[config.mk]
export PLATFORM = sky130hd
export DESIGN_NAME = jlsemi_util_clkdiv_cfg_seq
export DESIGN_NICKNAME = d
export VERILOG_FILES = /design/src/rtl/jlsemi_util_clkdiv_pkg.sv /design/src/rtl/jlsemi_util_clkdiv_cfg_chk.sv /design/src/rtl/jlsemi_util_clkdiv_cfg_seq.sv
export SDC_FILE = /design/constraint.sdc
export NUM_CORES = 1
export LEC_CHECK = 0
export CAP_MARGIN = 30
export CORE_ASPECT_RATIO = 0.9
export CORE_MARGIN = 1
export CORE_UTILIZATION = 30
export DETAILED_ROUTE_END_ITERATION = 10
export PLACE_DENSITY = 0.47
export SETUP_SLACK_MARGIN = 0.5
export SYNTH_ARGS = -nofsm -noshare
export SYNTH_HDL_FRONTEND = slang
export SYNTH_SLANG_ARGS = --single-unit
[constraint.sdc]
create_clock -name clk_in -period 2.5 [get_ports clk_in]
set_clock_uncertainty 0.05 [all_clocks]
set_input_delay 0.25 -clock clk_in [delete_from_list [all_inputs] [get_ports clk_in]]
set_output_delay 0.25 -clock clk_in [all_outputs]
set_load 0.1 [all_outputs]
[src/rtl/jlsemi_util_clkdiv_pkg.sv]
// jlsemi_util_clkdiv_pkg: shared state encoding, ratio limits and defaults for the clock-divider config sequencer
package jlsemi_util_clkdiv_pkg;
  localparam logic [2:0] S_IDLE   = 3'd0;
  localparam logic [2:0] S_GATE   = 3'd1;
  localparam logic [2:0] S_RST    = 3'd2;
  localparam logic [2:0] S_SETTLE = 3'd3;
  localparam logic [2:0] S_DONE   = 3'd4;
  localparam logic [3:0] RATIO_MIN = 4'd3;
  localparam logic [3:0] RATIO_MAX = 4'd15;
  localparam logic [3:0] DEF_RATIO = 4'd3;
  localparam logic [1:0] DEF_PHASE = 2'd0;
endpackage

[src/rtl/jlsemi_util_clkdiv_cfg_chk.sv]
// jlsemi_util_clkdiv_cfg_chk: combinational validity check of a requested divider configuration
module jlsemi_util_clkdiv_cfg_chk
  import jlsemi_util_clkdiv_pkg::*;
(
  input  logic [3:0] ratio,
  input  logic [1:0] phase,
  output logic       valid
);
  assign valid = ratio[0] && (ratio >= RATIO_MIN) && ({1'b0, ratio} <= {1'b0, RATIO_MAX})
                 && ({2'b00, phase} < ratio);
endmodule

[src/rtl/jlsemi_util_clkdiv_cfg_seq.sv]
// jlsemi_util_clkdiv_cfg_seq: gates the divided clock, resets the odd divider with a new ratio/phase, waits to settle, then re-enables
module jlsemi_util_clkdiv_cfg_seq
  import jlsemi_util_clkdiv_pkg::*;
#(
  parameter int unsigned GATE_DLY    = 4,
  parameter int unsigned RST_CYC     = 3,
  parameter int unsigned SETTLE_MULT = 2
) (
  input  logic       clk_in,
  input  logic       rstn_in,
  input  logic       cfg_req,
  input  logic [3:0] cfg_div_ratio,
  input  logic [1:0] cfg_phase,
  input  logic       dft_clkdiv_rstn_ctrl,
  input  logic       dft_clkdiv_scan_rstn,
  output logic [3:0] div_ratio,
  output logic [1:0] div_phase,
  output logic       div_rstn,
  output logic       clk_gate_en,
  output logic       cfg_busy,
  output logic       cfg_done,
  output logic       cfg_err
);
  logic [2:0] state;
  logic [7:0] cnt;
  logic [3:0] cap_ratio;
  logic [1:0] cap_phase;
  logic       req_ok;
  logic       cnt_zero;
  logic [7:0] settle_len;
  jlsemi_util_clkdiv_cfg_chk u_chk (
    .ratio(cfg_div_ratio),
    .phase(cfg_phase),
    .valid(req_ok)
  );
  assign cnt_zero   = cnt == 8'd0;
  assign settle_len = 8'(SETTLE_MULT) * {4'd0, div_ratio} - 8'd1;
  always_ff @(posedge clk_in or negedge rstn_in) begin
    if (!rstn_in) begin
      state     <= S_RST;
      cnt       <= 8'(RST_CYC - 1);
      div_ratio <= DEF_RATIO;
      div_phase <= DEF_PHASE;
      cap_ratio <= DEF_RATIO;
      cap_phase <= DEF_PHASE;
      cfg_err   <= 1'b0;
    end else begin
      cfg_err <= cfg_req && !(state == S_IDLE && req_ok);
      case (state)
        S_IDLE: if (cfg_req && req_ok) begin
          state     <= S_GATE;
          cnt       <= 8'(GATE_DLY - 1);
          cap_ratio <= cfg_div_ratio;
          cap_phase <= cfg_phase;
        end
        S_GATE: if (cnt_zero) begin
          state     <= S_RST;
          cnt       <= 8'(RST_CYC - 1);
          div_ratio <= cap_ratio;
          div_phase <= cap_phase;
        end else cnt <= cnt - 8'd1;
        // div_ratio already holds the new ratio here, so the settle length tracks it
        S_RST: if (cnt_zero) begin
          state <= S_SETTLE;
          cnt   <= settle_len;
        end else cnt <= cnt - 8'd1;
        S_SETTLE: if (cnt_zero) state <= S_DONE;
          else cnt <= cnt - 8'd1;
        default: state <= S_IDLE;
      endcase
    end
  end
  assign div_rstn    = dft_clkdiv_rstn_ctrl ? dft_clkdiv_scan_rstn : (state != S_RST);
  assign clk_gate_en = (state == S_IDLE) || (state == S_DONE);
  assign cfg_busy    = state != S_IDLE;
  assign cfg_done    = state == S_DONE;
endmodule

==> results of run 1 <==
-- routing by layer --
metal	track usage [%]	share of wire, %	vias up	wire length [um]
met5	0	0	-	0
met4	3.92	1.1	0	36
met3	3.51	4.3	4	142
met2	24.1	45	30	1470
met1	21.2	50	532	1650
li1	-	-	550	-
-- worst max-delay path: stages, from the launching register on --
cell     delay [ns]
dfstp_2        0.56
inv_4          0.05
or3_4          0.34
mux2_4         0.30
buf_12         0.17
-- through the flow --
step | util (%) | power, uW | std cells | instance area [um2] | hold slack, ns
after floorplan | - | 1820 | 131 | 1380 | -0.0956
after global placement | 38.9 | 2100 | 211 | 1640 | 0.421
after detailed placement | 38.9 | 2110 | 211 | 1640 | 0.420
after CTS | 41.7 | 2450 | 221 | 1760 | 0.296
after global routing | 43.6 | 2710 | 231 | 1840 | 0.312
final | 43.6 | 2540 | 231 | 1840 | 0.287
-- placed cells by master (no fill, tap or decap), drive strengths merged, types with 2 or more instances in the layout --
master,n
xor2,3
ha,4
dfstp,6
mux2,11
nor4,2
buf,30
nand2b,3
or3,2
dfrtp,18
a21oi,4
inv,9
or2,2
a211oi,2
a211o,2
clkbuf,4
xnor2,4
a221o,2
o21ai,7
o31a,2
a31oi,2
nor3,14
nand2,10
nor2,7
clkdlybuf4s50,8
dlygate4sd2,2
-- area by class of cell --
type / count / area (um2)
clock buffers: 4 / 55.1
fillers: 420 / 2380
inverters: 9 / 36.3
multi-input cells: 94 / 723
flip-flops and latches: 24 / 611
well taps: 60 / 75.1
repair buffers: 40 / 335
-- path summary, 6_finish.rpt --
kind                              start      endpoint  slack [ns]  cells past startpoint
setup / recovery               state[1]      div_rstn        0.52                      4
min in group clk_in        cfg_phase[1]  cap_phase[1]        0.34                      2
hold reg to reg            cap_ratio[1]  div_ratio[1]        0.43                      2
hold / removal                  rstn_in        cnt[4]        0.29                      2
setup reg to reg                 cnt[1]        cnt[5]        0.55                      7
max in group asynchronous       rstn_in  cap_ratio[1]        1.81                      2
-- timing repair --
item                                    CTS  global route
endpoints found under the setup margin   17            12
pin swaps                                 3             2
hold endpoints to repair                  0             0
resized for setup                        10             2
buffers inserted                          6            10
-- sequential cells by signal, summed over array words and instances, names as in the netlist --
| register | cells |
|---|---|
| cap_phase | 2 |
| cap_ratio | 4 |
| cfg_err | 1 |
| cnt | 8 |
| div_phase | 2 |
| div_ratio | 4 |
| state | 3 |
-- power groups by stage --
stage | clock network [uW] | registers [uW] | logic, uW
2_1_floorplan | 0 | 996 | 826
3_3_place_gp | 0 | 779 | 1320
3_5_place_dp | 0 | 783 | 1330
4_1_cts | 279 | 764 | 1410
5_1_grt | 292 | 790 | 1630
6_report | 267 | 765 | 1510
-- logic make-up after synthesis --
| group | after synthesis | share of synthesized area [%] |
|---|---|---|
| buf+inv | 13 | 4.42 |
| fa+ha+maj | 4 | 3.68 |
| compound gates | 25 | 12.4 |
| flops | 24 | 44.8 |
| simple gates | 46 | 20.4 |
| mux | 12 | 9.85 |
| xor+xnor | 7 | 4.51 |
==> flow_summary.toml, run 1 <==
[drt]
drt-pass1-iter-count = 4
vias_per_cell = 4.83
vias = 1116
drc = 0
postRouteAntennaNets = 0
wl_um = 3310
routedWlPerCell_um = 14.3
first_iter_violations = 64

[logic_synthesis]
syn_area_per_cell_um2 = 10.4
async_flop_share_pct = 100
yosysTopAreaCell = "dfrtp_1"
synth_top_area_share_pct = 33.1
synth_area_leaders = "dfrtp_1 (33%), dfstp_2 (12%), mux2_2 (9.1%), nor3_1 (4.4%), ha_1 (3.7%)"
syn_nets = 146
netlist_area_um2 = 1360
synth_edf_count = 0
synthCells = 131
synth.most_common_cell = "dfrtp_1"
synthFlopType = "dfrtp_1"
yosys_warnings = 0
ys_types = 39
ys_seq_area_share_pct = 44.8
netlist_top_cells_count = "dfrtp_1 (18), nor3_1 (12), mux2_2 (11)"
synth-seq-cells = 24

[die]
start_util_pct = 32.3
die_h_um = 65.8
dieArea_um2 = 4800
core-area_um2 = 4210
ios = 22
rows = 22
fp.dieW_um = 72.9

[sta]
finalSetupViolCount = 0
finalHoldViolations = 0
slew_violations = 0
fmax_ghz = 0.505
rsz0062_at_grt = "true"
slew-limit-headroom_pct = 78.2
post-route-period-util_pct = 79.1
tns_ns = 0
post-route-min-period_ns = 1.98
worst_pin_slew_ns = 0.324
worst_slack_ns = 0.521

[power_and_ir_drop]
p_sw_uw = 1210
p_per_area_nw_per_um2 = 1380
vdd_drop_max_mv = 0.640
pwr-share-seq_pct = 30.1
power.internal_uw = 1330
p_leak_uw = 0.000812
p_comb_share_pct = 59.4
swShare_pct = 47.7
p_clk_share_pct = 10.5

[global_routing]
antenna_found_initial = 0
grt_start_max_net_pins = 25
grt_pass1_wl_um = 5460
grt_pass1_vias = 1115
gr-total-overflow = 0
grt_util_all_layers_pct = 15.3

[cells_and_area]
area_growth_pct = 35.1
fin_nets = 187
drive_gt1_share_pct = 38.6
diodes = 0

[placement]
place.gp.congestion = 0.893
portBuffers = 21
dpl_worst_slack_ns = 0.0260
dpl.hpwl_um = 2390

[cts]
cts_sinks = 24
cts_buffers = 3
clk_path_buf_depth = 2
hold_buffers = 0
root_buffer = "clkbuf_8"
htree_levels = 1
cts_tree = "done"
clk_pin_slew_ns = 0.09
clk_latency_ns = 0.27

[critical_path]
criticalPathCategory = "reg2out"
critPathLaunchType = "register"
critPathRequiredTime_ns = 2.20
arrival_ns = 1.68
endpoint_kind = "output pin"
worstPathMaxFanout = 5

[run_status]
outcome = "finished clean"

[min_path]
hold_path.class = "in2async"

[job]
cap_violations = 0
Note: power is estimated with default switching activity, not from simulation.
==> inputs of run 2 (changes only) <==
--- a/config.mk
+++ b/config.mk
@@ -10,7 +10,7 @@
 export CORE_MARGIN = 1
 export CORE_UTILIZATION = 30
 export DETAILED_ROUTE_END_ITERATION = 10
-export PLACE_DENSITY = 0.47
+export PLACE_DENSITY = 0.49
 export SETUP_SLACK_MARGIN = 0.5
 export SYNTH_ARGS = -nofsm -noshare
 export SYNTH_HDL_FRONTEND = slang
==> constraint.sdc (replaced) <==
create_clock -name clk_in -period 1.8 [get_ports clk_in]
set_clock_uncertainty 0.05 [all_clocks]
set_input_delay 0.18 -clock clk_in [delete_from_list [all_inputs] [get_ports clk_in]]
set_output_delay 0.18 -clock clk_in [all_outputs]
set_load 0.1 [all_outputs]
==> flow_summary.toml, run 2 (synthesis results as in run 1) <==
[cells_and_area]
diodes = 0
reg.largest.list = "cnt: 8 flops, cap_ratio: 4 flops, div_ratio: 4 flops"
largest_register = "cnt"
final_cell_mix = "buf_4 (31), buf_6 (16), dfrtp_1 (15)"
final_common_cell = "buf_4"
drive_gt1_share_pct = 63.8
area_growth_pct = 82.0
fin_nets = 215
postLayoutCoreUtil_pct = 58.7
largest_register_ffs = 8
final-instance-count-excl-fill = 259

[drt]
drc = 0
drt-pass1-iter-count = 4
vias = 1285
wl_um = 3940
routedWlPerCell_um = 15.2
postRouteAntennaNets = 0
vias_per_cell = 4.96
first_iter_violations = 40

[critical_path]
critPathLaunchType = "register"
worstPathMaxFanout = 2
endpoint_kind = "output pin"
arrival_ns = 1.67
criticalPathCategory = "reg2out"
critPathRequiredTime_ns = 1.57

[run_status]
violations = "negative setup slack"
outcome = "complete, but fails checks"

[die]
start_util_pct = 32.3
fp.dieW_um = 72.9
core-area_um2 = 4210
dieArea_um2 = 4800
die_h_um = 65.8
ios = 22
rows = 22

[job]
cap_violations = 0

[global_routing]
gr-total-overflow = 0
grt-busiest-layer = "met2"
grt_pass1_vias = 1347
grt_use_met1_pct = 23.2
grt_pass1_wl_um = 6440
grt_start_max_net_pins = 25
grt_util_all_layers_pct = 17.8
antenna_found_initial = 0
use_met3_pct = 3.81
use_met2_pct = 29.7

[sta]
tns_ns = -0.140
slew-limit-headroom_pct = 78.5
slew_violations = 0
post-route-min-period_ns = 1.90
worst_slack_ns = -0.103
finalHoldViolations = 0
post-route-period-util_pct = 106
finalSetupViolCount = 2
fmax_ghz = 0.525
rsz0062_at_grt = "true"
worst_pin_slew_ns = 0.320

[cts]
root_buffer = "clkbuf_8"
cts_sinks = 24
cts_buffers = 3
htree_levels = 1
clk_path_buf_depth = 2
cts_tree = "done"
clk_latency_ns = 0.27
clk_pin_slew_ns = 0.09

[power_and_ir_drop]
p_leak_uw = 0.00109
p_per_area_nw_per_um2 = 1850
fin_total_pwr_uw = 4570
vdd_drop_max_mv = 1.18

[placement]
dpl.hpwl_um = 2580
place_inst = 235
portBuffers = 21
place.gp.congestion = 0.867

[min_path]
hold_path.class = "in2reg"
-- run 2: changes by cell type in the layout (fill, tap and decap cells not counted), sizes merged --
cell | before | now
buf | 30 | 57
and3 | 1 | 2
dlygate4sd2 | 2 | 0
clkdlybuf4s50 | 8 | 6
clkbuf | 4 | 6
dlymetal6s2s | 0 | 2
-- run 2: report_power, final --
group / internal (uW) / switching [uW]
clock network: 196 / 184
registers: 829 / 224
logic: 1490 / 1650
-- run 2: layout make-up --
cell class	instances	area [um2]
fill	349	1740
multi-input combinational	95	986
timing repair buffer	67	703
sequential	24	619
tap	60	75.1
clock buffer	4	55.1
inverter	9	33.8
-- run 2: final timing paths --
| check | cells after the start | slack, ns | startpoint | endpoint |
|---|---|---|---|---|
| worst max-delay path | 4 | -0.10 | state[1] | div_rstn |
| worst min-delay path | 2 | 0.18 | cfg_phase[1] | cap_phase[1] |
| worst max register to register | 7 | -0.04 | cnt[1] | cnt[5] |
| worst min register to register | 2 | 0.43 | cap_ratio[0] | div_ratio[0] |
| max in group asynchronous | 2 | 1.18 | rstn_in | state[1] |
| min in group asynchronous | 2 | 0.22 | rstn_in | div_ratio[3] |
-- run 2: worst max-delay path, stage by stage (launching register included) --
cell and delay [ns]:
dfstp_2 0.56, inv_2 0.04, or3_4 0.34, mux2_4 0.29
buf_12 0.17
-- run 2: per-layer routing --
layer	routed length, um	vias to the layer above
li1	-	609
met2	1860	41
met5	0	-
met3	160	8
met4	78	0
met1	1840	627
-- run 2: metrics by stage --
stage / setup slack [ns] / hold slack [ns] / area [um2]
5_1_grt: -0.142 / 0.177 / 2470
2_1_floorplan: -0.204 / -0.166 / 1420
3_5_place_dp: -0.504 / 0.443 / 1960
6_report: -0.103 / 0.179 / 2470
3_3_place_gp: -0.437 / 0.436 / 1960
4_1_cts: -0.100 / 0.232 / 2170
-- run 2: repair_timing --
action / 4_1_cts / 5_1_grt
gates cloned: 1 / 0
hold buffers: 0 / 0
setup buffers: 8 / 11
gates resized for setup: 27 / 56
endpoints found under the setup margin: 30 / 30
pin swaps: 18 / 16
